`src/rtl/uart_rx_cfg.sv`:
```
// Parametrised UART receiver with a 2-flop input synchroniser, false-start rejection, framing check and valid/ack handshake.
// Optional parity checking is enabled by defining UART_RX_PARITY_EN.
module uart_rx_cfg #(
  parameter int DATA_BITS  = 8,
  parameter int DIV_WIDTH  = 16,
  parameter int PARITY_ODD = 0
) (
  input  logic                 Sample_Clk,
  input  logic                 Reset,
  input  logic                 serin,
  input  logic [DIV_WIDTH-1:0] Divider,
  input  logic                 Data_Ack,
  output logic [DATA_BITS-1:0] Data_Out,
  output logic                 Data_Valid,
  output logic                 Frame_Err,
  output logic                 Parity_Err,
  output logic                 Overrun,
  output logic                 Busy
);

  localparam int BW = $clog2(DATA_BITS + 1);

  typedef enum logic [2:0] {
    S_IDLE,
    S_START,
    S_DATA,
`ifdef UART_RX_PARITY_EN
    S_PARITY,
`endif
    S_STOP,
    S_BREAK
  } state_t;

  state_t               r_state;
  logic                 r_sync1, r_sync2;
  logic [DIV_WIDTH-1:0] r_div_q;
  logic [DIV_WIDTH-1:0] r_cnt;
  logic [BW-1:0]        r_bit_cnt;
  logic [DATA_BITS-1:0] r_shift;
  logic [DATA_BITS-1:0] r_data_out;
  logic                 r_valid, r_ferr, r_perr, r_overrun, r_busy;

  logic                 w_rx_s;
  logic [DIV_WIDTH-1:0] w_div_clamped;
  logic [DIV_WIDTH-1:0] w_cnt_next;
  logic                 w_accept;
  logic                 w_par_err;

  assign w_rx_s        = r_sync2;
  assign w_div_clamped = (Divider < DIV_WIDTH'(4)) ? DIV_WIDTH'(4) : Divider;
  assign w_cnt_next    = (r_cnt == '1) ? r_cnt : r_cnt + 1'b1;
  // An acknowledge in the completion cycle frees the slot for the new word.
  assign w_accept      = !r_valid || Data_Ack;

`ifdef UART_RX_PARITY_EN
  logic r_par_bit;
  assign w_par_err = (^{r_shift, r_par_bit}) != 1'(PARITY_ODD);
`else
  assign w_par_err = 1'b0;
`endif

  always_ff @(posedge Sample_Clk or posedge Reset) begin
    if (Reset) begin
      r_state    <= S_IDLE;
      r_sync1    <= 1'b1;
      r_sync2    <= 1'b1;
      r_div_q    <= DIV_WIDTH'(4);
      r_cnt      <= '0;
      r_bit_cnt  <= '0;
      r_shift    <= '0;
      r_data_out <= '0;
      r_valid    <= 1'b0;
      r_ferr     <= 1'b0;
      r_perr     <= 1'b0;
      r_overrun  <= 1'b0;
      r_busy     <= 1'b0;
`ifdef UART_RX_PARITY_EN
      r_par_bit  <= 1'b0;
`endif
    end else begin
      r_sync1 <= serin;
      r_sync2 <= r_sync1;
      r_cnt   <= w_cnt_next;

      if (Data_Ack && r_valid) begin
        r_valid   <= 1'b0;
        r_ferr    <= 1'b0;
        r_perr    <= 1'b0;
        r_overrun <= 1'b0;
      end

      // NOTE: the frame-completion assignments below come after the ack clear, so the later non-blocking write wins when both happen in one cycle.
      case (r_state)
        S_IDLE: begin
          if (!w_rx_s) begin
            r_state <= S_START;
            r_busy  <= 1'b1;
            r_div_q <= w_div_clamped;
            r_cnt   <= DIV_WIDTH'(1);  // counter holds cycles elapsed since the start edge
          end
        end
        S_START: begin
          if (r_cnt >= (r_div_q >> 1)) begin
            if (w_rx_s) begin
              r_state <= S_IDLE;
              r_busy  <= 1'b0;
            end else begin
              r_state   <= S_DATA;
              r_cnt     <= DIV_WIDTH'(1);
              r_bit_cnt <= '0;
            end
          end
        end
        S_DATA: begin
          if (r_cnt >= r_div_q) begin
            r_cnt   <= DIV_WIDTH'(1);
            r_shift <= {w_rx_s, r_shift[DATA_BITS-1:1]};
            if (r_bit_cnt == BW'(DATA_BITS - 1)) begin
`ifdef UART_RX_PARITY_EN
              r_state <= S_PARITY;
`else
              r_state <= S_STOP;
`endif
            end else begin
              r_bit_cnt <= r_bit_cnt + 1'b1;
            end
          end
        end
`ifdef UART_RX_PARITY_EN
        S_PARITY: begin
          if (r_cnt >= r_div_q) begin
            r_cnt     <= DIV_WIDTH'(1);
            r_par_bit <= w_rx_s;
            r_state   <= S_STOP;
          end
        end
`endif
        S_STOP: begin
          if (r_cnt >= r_div_q) begin
            if (w_accept) begin
              r_data_out <= r_shift;
              r_valid    <= 1'b1;
              r_ferr     <= !w_rx_s;
              r_perr     <= w_par_err;
              r_overrun  <= 1'b0;
            end else begin
              r_overrun  <= 1'b1;
            end
            r_state <= w_rx_s ? S_IDLE : S_BREAK;
            r_busy  <= !w_rx_s;
          end
        end
        S_BREAK: begin
          if (w_rx_s) begin
            r_state <= S_IDLE;
            r_busy  <= 1'b0;
          end
        end
        default: begin
          r_state <= S_IDLE;
          r_busy  <= 1'b0;
        end
      endcase
    end
  end

  assign Data_Out   = r_data_out;
  assign Data_Valid = r_valid;
  assign Frame_Err  = r_ferr;
  assign Parity_Err = r_perr;
  assign Overrun    = r_overrun;
  assign Busy       = r_busy;

endmodule

```
`config.mk`:
```
export PLATFORM = sky130hd
export DESIGN_NAME = uart_rx_cfg
export DESIGN_NICKNAME = d
export VERILOG_FILES = /design/src/rtl/uart_rx_cfg.sv
export SDC_FILE = /design/constraint.sdc
export NUM_CORES = 1
export LEC_CHECK = 0
export BUFFER_PORTS_ARGS = -buffer_cell sky130_fd_sc_hd__buf_2
export CELL_PAD_IN_SITES_DETAIL_PLACEMENT = 1
export CELL_PAD_IN_SITES_GLOBAL_PLACEMENT = 2
export CORE_MARGIN = 2
export CORE_UTILIZATION = 35
export CTS_BUF_LIST = sky130_fd_sc_hd__clkbuf_16
export CTS_CLUSTER_DIAMETER = 30
export CTS_CLUSTER_SIZE = 10
export DETAILED_ROUTE_END_ITERATION = 6
export PLACE_DENSITY = 0.83
export SLEW_MARGIN = 10
export SYNTH_ARGS = -nofsm -noshare
export SYNTH_HDL_FRONTEND = slang
export SYNTH_SLANG_ARGS = --single-unit
```
`constraint.sdc`:
```
create_clock -name Sample_Clk -period 2.7 [get_ports Sample_Clk]
set_input_delay 0.27 -clock Sample_Clk [delete_from_list [all_inputs] [get_ports Sample_Clk]]
set_output_delay 0.27 -clock Sample_Clk [all_outputs]
set_load 0.02 [all_outputs]
```
==> impl_metrics.tcl, run 1 <==
set metrics [dict create \
    status "complete, no violations" \
    antenna_found_initial 0 \
    core-area_um2 9770 \
    hp-class "primary input to flip-flop" \
    cts-htree-levels 3 \
    mappedNetlistNets 397 \
    ir_drop_v 0.000269 \
    max_freq_ghz 0.396 \
    synth_area_um2 3510 \
    rr_startpoint "r_cnt[8]" \
    firstDrtPassIters 4 \
    yosysTopAreaCell "dfrtp_1" \
    synth_common_cells "59 x dfrtp_1, 38 x nand2_1, 33 x ha_1, 33 x nor2_1, 21 x inv_1" \
    syn2layout_area_growth_pct 20.8 \
    gp_congestion 0.782 \
    syn_inst 344 \
    intPower_mw 2.31 \
    skew_ns 0.00818 \
    yosysSeqAreaShare 0.443 \
    setup_tns_ns 0 \
    start_util 0.359 \
    post_drt_wl_per_cell_um 15.6 \
    place_hpwl_um 6450 \
    slew_violations 0 \
    yosysTopAreaCellShare 0.421 \
    layout_min_cycle_time_ns 2.53 \
    ios 33 \
    routed_wl_um 8330 \
    cp_max_fo 12 \
    hold_viol 0 \
    synth.most_common_cell "dfrtp_1" \
    cts_sinks 62 \
    dp_slack_ns 0.0979 \
    grt_overflow_total 0 \
    power_mw 3.66 \
    post-route-period-util 0.936 \
    syn_avg_cell_area_um2 10.2 \
    grt_start_max_net_pins 28 \
    drc 0 \
    clockPowerShare 0.318 \
    design_area_um2 4240 \
    seqPwrFrac 0.344 \
    reg2reg_slack_ns 0.17 \
    worstPathRequired_ns 2.91 \
    fin_util 0.434 \
    cts.clk_slew.worst_paths_ns 0.06 \
    diodes 0 \
    timing.critical_path.from_type "flip-flop" \
    die_y_um 104 \
    grt_pass1_wl_um 14500 \
    r2r_cells 7 \
    place_area_um2 3910 \
    cts_inserted_buffers 9 \
    vias 2697 \
    via_per_inst 5.07 \
    die_w_um 104 \
    p_sw_frac 0.370 \
    cts_tree "done" \
    setup_viol 0 \
    worstReg2RegEnd "Busy" \
    antenna_left 0 \
    min_from "serin" \
    hold_path_end "r_sync1" \
    tightest_slew_ns 0.790 \
    synth_edf_count 0 \
    ys_ff_latch 62 \
    rsz0062_at_grt "no" \
    portBuffers 32 \
    whs_path_depth 1 \
    endpoint_kind "flip-flop" \
    final-seq-area_um2 1560 \
    die-area_um2 10800 \
    grtUsageTotal 0.165 \
    p_leak_nw 2.03 \
    num_rows 36 \
    synth_ff_type "dfrtp_1" \
    clk-insertion-delay-late_ns 0.33 \
    p_comb_frac 0.338 \
    powerDensity_nw_per_um2 864 \
    first_global_vias 3018 \
    slew-limit-headroom 0.468 \
    clk_path_buf_depth 2 \
    multi_input_area_um2 1830 \
    maxCapViolations 0 \
    ys_top_cells_by_area "dfrtp_1 42%, ha_1 12%, mux2_2 5.8%" \
    yosys_warnings 0 \
    cts-root-buf "clkbuf_16" \
    nFillCells 1123 \
    first_iter_violations 75 \
    fin_nets 447 \
    crit_type "flip-flop to flip-flop" \
    switchingPower_mw 1.36 \
    yosysUniqueCellTypes 58 \
    drive_gt1_frac 0.246 \
    postLayoutSetupSlackWorst_ns 0.174 \
    cp_data_arrival_time_ns 2.74 \
    async_flop_share 1.00 \
]
-- critical path, stage by stage, from the launching register on --
cell       delay [ns]
dfrtp_1          0.42
ha_1             0.33
nand4_1          0.19
a2111oi_4        0.45
o21ai_2          0.15
buf_12           0.17
a211oi_1         0.33
mux2_2           0.37
-- worst max path at each step --
stage               startpoint     endpoint  slack (ns)  depth (start not counted)
detailed placement  r_div_q[2]  Data_Out[0]         0.1                          8
global placement    r_div_q[2]  Data_Out[3]        0.17                          8
CTS                 r_div_q[2]  Data_Out[0]        0.09                          8
finish                r_cnt[8]         Busy        0.17                          7
global route          r_cnt[0]         Busy        0.05                          9
floorplan           r_div_q[2]    r_cnt[10]        0.45                          9
-- kinds of logic (layout without fill, tap and decap cells) --
| group | Yosys count | count (layout) | share of synthesized area |
|---|---|---|---|
| muxes | 22 | 22 | 0.0691 |
| DFF | 62 | 62 | 0.443 |
| AOI/OAI and AO/OA | 65 | 65 | 0.130 |
| and+or+nand+nor | 120 | 120 | 0.175 |
| xor gates and xnor gates | 11 | 11 | 0.0274 |
| adders and majority gates | 33 | 33 | 0.118 |
| buffers and inverters | 31 | 86 | 0.0378 |
-- power groups by stage --
stage / clock [mW] / sequential [mW] / combinational [mW]
after floorplan: 0 / 1.21 / 0.937
after global placement: 0 / 1.27 / 1.20
after detailed placement: 0 / 1.28 / 1.25
after CTS: 1.18 / 1.26 / 1.26
after global routing: 1.23 / 1.29 / 1.42
final: 1.17 / 1.26 / 1.24
-- cell usage in the layout (no fill, tap or decap), types with 11 or more instances in the layout --
master	synthesis	layout
buf_2	4	32
nor2_1	33	33
a21oi_1	12	12
buf_4	1	13
o21ai_0	19	19
ha_1	33	33
dfrtp_1	59	59
nand2_1	38	38
inv_1	21	20
nor3_1	11	11
mux2_2	18	18
-- through the flow --
stage          instances  hold slack, ns
2_1_floorplan        344           0.274
3_3_place_gp         514           0.328
3_5_place_dp         514           0.340
4_1_cts              531          0.0289
5_1_grt              532          0.0319
6_report             532          0.0354
-- registers in the layout (all words and copies together) (netlist names), 3 cells and up --
register / flops
r_shift: 8
r_div_q: 16
Data_Out: 8
r_state: 3
r_cnt: 16
r_bit_cnt: 4
-- repair_timing --
item,CTS,global route
buffers inserted,0,1
resized for setup,0,0
hold buffers,1,0
endpoints found under the setup margin,0,8
hold endpoints to repair,20,0
-- metal layers --
layer,vias to the layer above,part of all wire,global-route usage
met5,-,0,0
met4,0,0.012,0.0502
met1,1320,0.48,0.211
met3,11,0.030,0.0382
met2,36,0.48,0.280
li1,1330,-,-
-- final cells by class --
class,instances,area share
Clock buffer,9,0.0531
Clock inverter,7,0.0174
Tap cell,133,0.0392
Inverter,22,0.0195
Timing Repair Buffer,48,0.0725
Sequential cell,62,0.367
Multi-Input combinational cell,251,0.432
Note: power is estimated with default switching activity, not from simulation.
==> run 2: changes to the inputs <==
==> constraint.sdc (replaced) <==
create_clock -name Sample_Clk -period 3.2 [get_ports Sample_Clk]
set_input_delay 0.32 -clock Sample_Clk [delete_from_list [all_inputs] [get_ports Sample_Clk]]
set_output_delay 0.32 -clock Sample_Clk [all_outputs]
set_load 0.02 [all_outputs]
==> run 2 against run 1 <==
  * Register-to-register slack better by 0.31 ns
  * Routed wire length down 2.4%
  * Sequential cell count unchanged
  * Sequential power decreased by 16%
  * Die area is the same
  * Sequential share of layout area up 1.0 points
  * Global-route usage down 0.42 points
  * Critical endpoint is now r_shift[4]
  * Largest cell class unchanged
==> impl_metrics.tcl, run 2 (synthesis results as in run 1) <==
set metrics [dict create \
    status "complete, no violations" \
    p_sw_frac 0.380 \
    endpoint_kind "flip-flop" \
    cts_inserted_buffers 9 \
    hp-class "primary input to flip-flop" \
    max_freq_ghz 0.368 \
    maxCapViolations 0 \
    firstDrtPassIters 4 \
    vias 2661 \
    slew_violations 0 \
    final_cells 524 \
    place_hpwl_um 6200 \
    grt_start_max_net_pins 43 \
    seqPwrFrac 0.355 \
    post-route-period-util 0.850 \
    cts_sinks 62 \
    antenna_left 0 \
    slew-limit-headroom 0.400 \
    tightest_slew_ns 0.899 \
    clk_path_buf_depth 2 \
    cp_max_fo 12 \
    cts-htree-levels 3 \
    antenna_found_initial 0 \
    dpl.cell_count 508 \
    via_per_inst 5.08 \
    crit_type "flip-flop to flip-flop" \
    die_y_um 104 \
    grt_overflow_total 0 \
    ctsHoldBuffers 0 \
    p_comb_frac 0.345 \
    reg.largest.list "r_cnt (16), r_div_q (16)" \
    diodes 0 \
    cts_tree "done" \
    design_area_um2 4130 \
    p_leak_nw 1.97 \
    final_common_cell "dfrtp_1" \
    grtUsageTotal 0.161 \
    portBuffers 32 \
    powerDensity_nw_per_um2 724 \
    start_util 0.359 \
    drc 0 \
    cp_data_arrival_time_ns 2.92 \
    die-area_um2 10800 \
    final_cell_mix "59 x dfrtp_1, 38 x nand2_1, 33 x nor2_1, 33 x ha_1, 32 x buf_2" \
    cts.clk_slew.worst_paths_ns 0.06 \
    cts_setup_buffers 0 \
    clockPowerShare 0.299 \
    first_global_vias 2888 \
    cts-root-buf "clkbuf_16" \
    intPower_mw 1.85 \
    skew_ns 0.0117 \
    switchingPower_mw 1.14 \
    cts_resized 0 \
    clk-insertion-delay-late_ns 0.32 \
    place_area_um2 3860 \
    drive_gt1_frac 0.233 \
    num_rows 36 \
    core-area_um2 9770 \
    timing.critical_path.from_type "flip-flop" \
    setup_viol 0 \
    ir_drop_v 0.000287 \
    layout_min_cycle_time_ns 2.72 \
    first_iter_violations 94 \
    post_drt_wl_per_cell_um 15.5 \
    rsz0062_at_grt "no" \
    setup_tns_ns 0 \
    worstPathRequired_ns 3.40 \
    syn2layout_area_growth_pct 17.6 \
    nFillCells 1167 \
    routed_wl_um 8130 \
    grt_pass1_wl_um 14300 \
    hold_viol 0 \
    fin_nets 439 \
    die_w_um 104 \
    ios 33 \
    gp_congestion 0.826 \
]
-- run 2: cell types whose count changed in the layout (fill, tap and decap cells not counted) --
| cell | delta |
|---|---|
| buf_4 | -5 |
| clkinv_2 | +1 |
| dlygate4sd3_1 | -1 |
| bufinv_16 | -1 |
| buf_12 | -2 |
-- run 2: power groups by stage --
stage	combinational (mW)	sequential, mW	clock, mW
6_report	1.03	1.06	0.895
5_1_grt	1.19	1.09	0.953
4_1_cts	1.05	1.07	0.917
3_5_place_dp	1.03	1.08	0
3_3_place_gp	0.988	1.07	0
2_1_floorplan	0.790	1.02	0
-- run 2: per-stage QoR --
stage          setup WS [ns]  total power [mW]  utilization  hold slack, ns
2_1_floorplan          0.953              1.81            -           0.324
3_3_place_gp           0.547              2.06        0.395           0.348
3_5_place_dp           0.525              2.11        0.395           0.352
4_1_cts                0.514              3.03        0.423          0.0886
5_1_grt                0.314              3.24        0.423          0.0849
6_report               0.479              2.99        0.423          0.0967
-- run 2: critical path: stages, from the launching register on --
cell and delay [ns]:
dfrtp_1 0.45, ha_1 0.35, a21o_1 0.21, a211oi_1 0.32, o211ai_1 0.19, o21ai_2 0.52, buf_4 0.23, nor2_4 0.06
mux2_2 0.28
-- run 2: worst paths after layout --
path	cells after the start	slack, ns	start	end
min in group asynchronous	2	0.19	Reset	Data_Out[0]
max	8	0.48	r_cnt[14]	r_shift[4]
min	1	0.1	serin	r_sync1
min reg2reg	0	0.36	r_sync1	r_sync2
max reg2reg	8	0.48	r_cnt[14]	r_shift[4]
max in group asynchronous	3	2.24	Reset	r_sync1
-- run 2: per-layer routing --
layer  GRT usage  wire [um]
met4      0.0405         91
met1       0.215       3960
met5           0          0
met3      0.0294        230
met2       0.272       3840
-- run 2: cell type report --
class	count	area [um2]	share of cell area
clock buffers	9	225	0.0545
clock inverters	7	48.8	0.0118
inverters	22	82.6	0.0200
multi-input cells	251	1830	0.444
flip-flops and latches	62	1560	0.377
well taps	133	166	0.0403
repair buffers	40	220	0.0533
==> run 3: changes to the inputs <==
--- a/config.mk
+++ b/config.mk
@@ -5,6 +5,7 @@
 export SDC_FILE = /design/constraint.sdc
 export NUM_CORES = 1
 export LEC_CHECK = 0
+export ABC_AREA = 1
 export BUFFER_PORTS_ARGS = -buffer_cell sky130_fd_sc_hd__buf_2
 export CELL_PAD_IN_SITES_DETAIL_PLACEMENT = 1
 export CELL_PAD_IN_SITES_GLOBAL_PLACEMENT = 2
@@ -14,7 +15,7 @@
 export CTS_CLUSTER_DIAMETER = 30
 export CTS_CLUSTER_SIZE = 10
 export DETAILED_ROUTE_END_ITERATION = 6
-export PLACE_DENSITY = 0.83
+export PLACE_DENSITY = 0.88
 export SLEW_MARGIN = 10
 export SYNTH_ARGS = -nofsm -noshare
 export SYNTH_HDL_FRONTEND = slang
==> run 3 against run 2 <==
  * Global-route usage rose by 1.9 points
  * Largest cell class unchanged
  * Count of clock-buffer cells in the layout did not move
  * Routed wire length rose by 12%
  * Die area rose by 5.2%
==> impl_metrics.tcl, run 3 <==
set metrics [dict create \
    status "complete, no violations" \
    cp_data_arrival_time_ns 2.41 \
    switchingPower_mw 1.25 \
    setup_tns_ns 0 \
    rsz0062_at_grt "no" \
    mappedNetlistNets 507 \
    grt_overflow_total 0 \
    powerDensity_nw_per_um2 731 \
    cts_inserted_buffers 9 \
    max_freq_ghz 0.463 \
    rr_startpoint "r_div_q[2]" \
    first_global_vias 3265 \
    synth_common_cells "115 x nand2_1, 62 x inv_1, 59 x dfrtp_1, 41 x nor2_1, 33 x ha_1" \
    yosysTopAreaCellShare 0.399 \
    skew_ns 0.00647 \
    gp_congestion 0.774 \
    tightest_slew_ns 0.725 \
    cp_max_fo 18 \
    ctsHoldBuffers 0 \
    synth_ff_type "dfrtp_1" \
    routed_wl_um 9140 \
    cts_sinks 62 \
    maxCapViolations 0 \
    multi_input_area_um2 1840 \
    antenna_left 0 \
    critPathLaunch "r_div_q[2]" \
    ys_top_cells_by_area "dfrtp_1 40%, nand2_1 12%, ha_1 11%" \
    min_from "serin" \
    syn_avg_cell_area_um2 8.15 \
    grtUsageTotal 0.180 \
    clk-insertion-delay-late_ns 0.34 \
    syn_inst 454 \
    nFillCells 1283 \
    place_hpwl_um 7090 \
    fin_nets 546 \
    drc 0 \
    cts.clk_slew.worst_paths_ns 0.06 \
    yosysTopAreaCell "dfrtp_1" \
    first_iter_violations 104 \
    synth_area_um2 3700 \
    vias 3074 \
    cts-htree-levels 3 \
    final_cell_mix "115 x nand2_1, 61 x inv_1, 59 x dfrtp_1" \
    cts_tree "done" \
    final_common_cell "nand2_1" \
    slew_violations 0 \
    via_per_inst 4.85 \
    worstPathRequired_ns 3.46 \
    diodes 0 \
    firstDrtPassIters 4 \
    core-area_um2 10300 \
    crit_type "flip-flop to flip-flop" \
    drive_gt1_frac 0.171 \
    die_y_um 107 \
    start_util 0.360 \
    slew-limit-headroom 0.516 \
    grt_pass1_wl_um 15900 \
    yosys_warnings 0 \
    reg.largest.list "r_cnt (16), r_div_q (16)" \
    post_drt_wl_per_cell_um 14.4 \
    seqPwrFrac 0.343 \
    synth.most_common_cell "nand2_1" \
    fin_util 0.417 \
    synth_edf_count 0 \
    post-route-period-util 0.674 \
    die_w_um 107 \
    p_comb_frac 0.369 \
    ys_ff_latch 62 \
    antenna_found_initial 0 \
    clk_path_buf_depth 2 \
    yosysUniqueCellTypes 37 \
    intPower_mw 1.89 \
    hold_viol 0 \
    num_rows 37 \
    grt_start_max_net_pins 34 \
    endpoint_kind "flip-flop" \
    dp_slack_ns 1.05 \
    cts_resized 0 \
    portBuffers 32 \
    syn2layout_area_growth_pct 15.8 \
    cts-root-buf "clkbuf_16" \
    p_sw_frac 0.399 \
    ir_drop_v 0.000312 \
    yosysSeqAreaShare 0.420 \
    setup_viol 0 \
    ios 33 \
    clockPowerShare 0.288 \
    die-area_um2 11400 \
    timing.critical_path.from_type "flip-flop" \
    final-seq-area_um2 1560 \
    async_flop_share 1.00 \
    p_leak_nw 2.23 \
    cts_setup_buffers 0 \
    hp-class "primary input to flip-flop" \
    layout_min_cycle_time_ns 2.16 \
    postLayoutSetupSlackWorst_ns 1.04 \
]
==> run 3: cell count changes in the layout (fill, tap and decap cells not counted), sizes merged, moves of 5 or more <==
cell / change
nand2: +80
inv: +47
o21ai: +23
nand3: +21
mux2: -18
nor2: +11
xnor2: -9
nor3: -7
buf: -6
o211ai: -6
xor2: +6
a211oi: -5
nand4: +5
==> run 3: worst max-delay path, stage by stage, from the launching register on <==
cell,delay [ns]
dfstp_2,0.51
inv_1,0.06
ha_1,0.28
nand2_1,0.10
inv_1,0.04
nand2_1,0.06
nand2_1,0.04
nand2_1,0.05
nand2_1,0.04
nand2_1,0.11
nand3_2,0.15
nand2_4,0.22
nand3_4,0.21
a21oi_1,0.18
==> run 3: cell families after synthesis <==
kind of cell	after synthesis	share of synthesized area
mux	1	0.00270
flops	62	0.420
compound gates	64	0.0997
xor+xnor	8	0.0189
simple gates	211	0.264
fa+ha+maj	33	0.112
buf+inv	75	0.0835
==> run 3: metrics by stage <==
step / power, mW / cell area, um2 / hold WS (ns) / cells
after global placement: 2.20 / 4010 / 0.346 / 618
final: 3.14 / 4290 / 0.0746 / 634
after detailed placement: 2.25 / 4010 / 0.351 / 618
after global routing: 3.42 / 4290 / 0.0635 / 634
after floorplan: 1.95 / 3700 / 0.324 / 454
after CTS: 3.18 / 4290 / 0.0666 / 634
==> run 3: layout make-up <==
type / count / area share
Clock buffer: 9 / 0.0525
Clock inverter: 7 / 0.0117
Inverter: 69 / 0.0610
Multi-Input combinational cell: 317 / 0.429
Sequential cell: 62 / 0.363
Tap cell: 136 / 0.0397
Timing Repair Buffer: 34 / 0.0438
==> run 3: per-layer routing <==
| layer | global-route usage | vias to the layer above | wire (um) |
|---|---|---|---|
| met5 | 0 | - | 0 |
| met1 | 0.217 | 1477 | 4190 |
| met4 | 0.0742 | 0 | 190 |
| met2 | 0.308 | 24 | 4490 |
| met3 | 0.0432 | 14 | 270 |
| li1 | - | 1559 | - |
==> run 3: final timing paths <==
path                            depth (start not counted)           to  slack (ns)
worst max-delay path                                   13     r_cnt[7]        1.04
worst min-delay path                                    1      r_sync1        0.07
worst max register to register                         13     r_cnt[7]        1.04
worst min register to register                          0      r_sync2        0.36
max in group asynchronous                               3      r_sync2        2.41
min in group asynchronous                               2  r_div_q[13]        0.10
==> run 3: power groups by stage <==
| stage | Combinational (mW) | Sequential (mW) | Clock [mW] |
|---|---|---|---|
| 5_1_grt | 1.37 | 1.10 | 0.955 |
| 4_1_cts | 1.18 | 1.08 | 0.924 |
| 6_report | 1.16 | 1.07 | 0.903 |
| 2_1_floorplan | 0.889 | 1.06 | 0 |
| 3_5_place_dp | 1.17 | 1.09 | 0 |
| 3_3_place_gp | 1.13 | 1.08 | 0 |
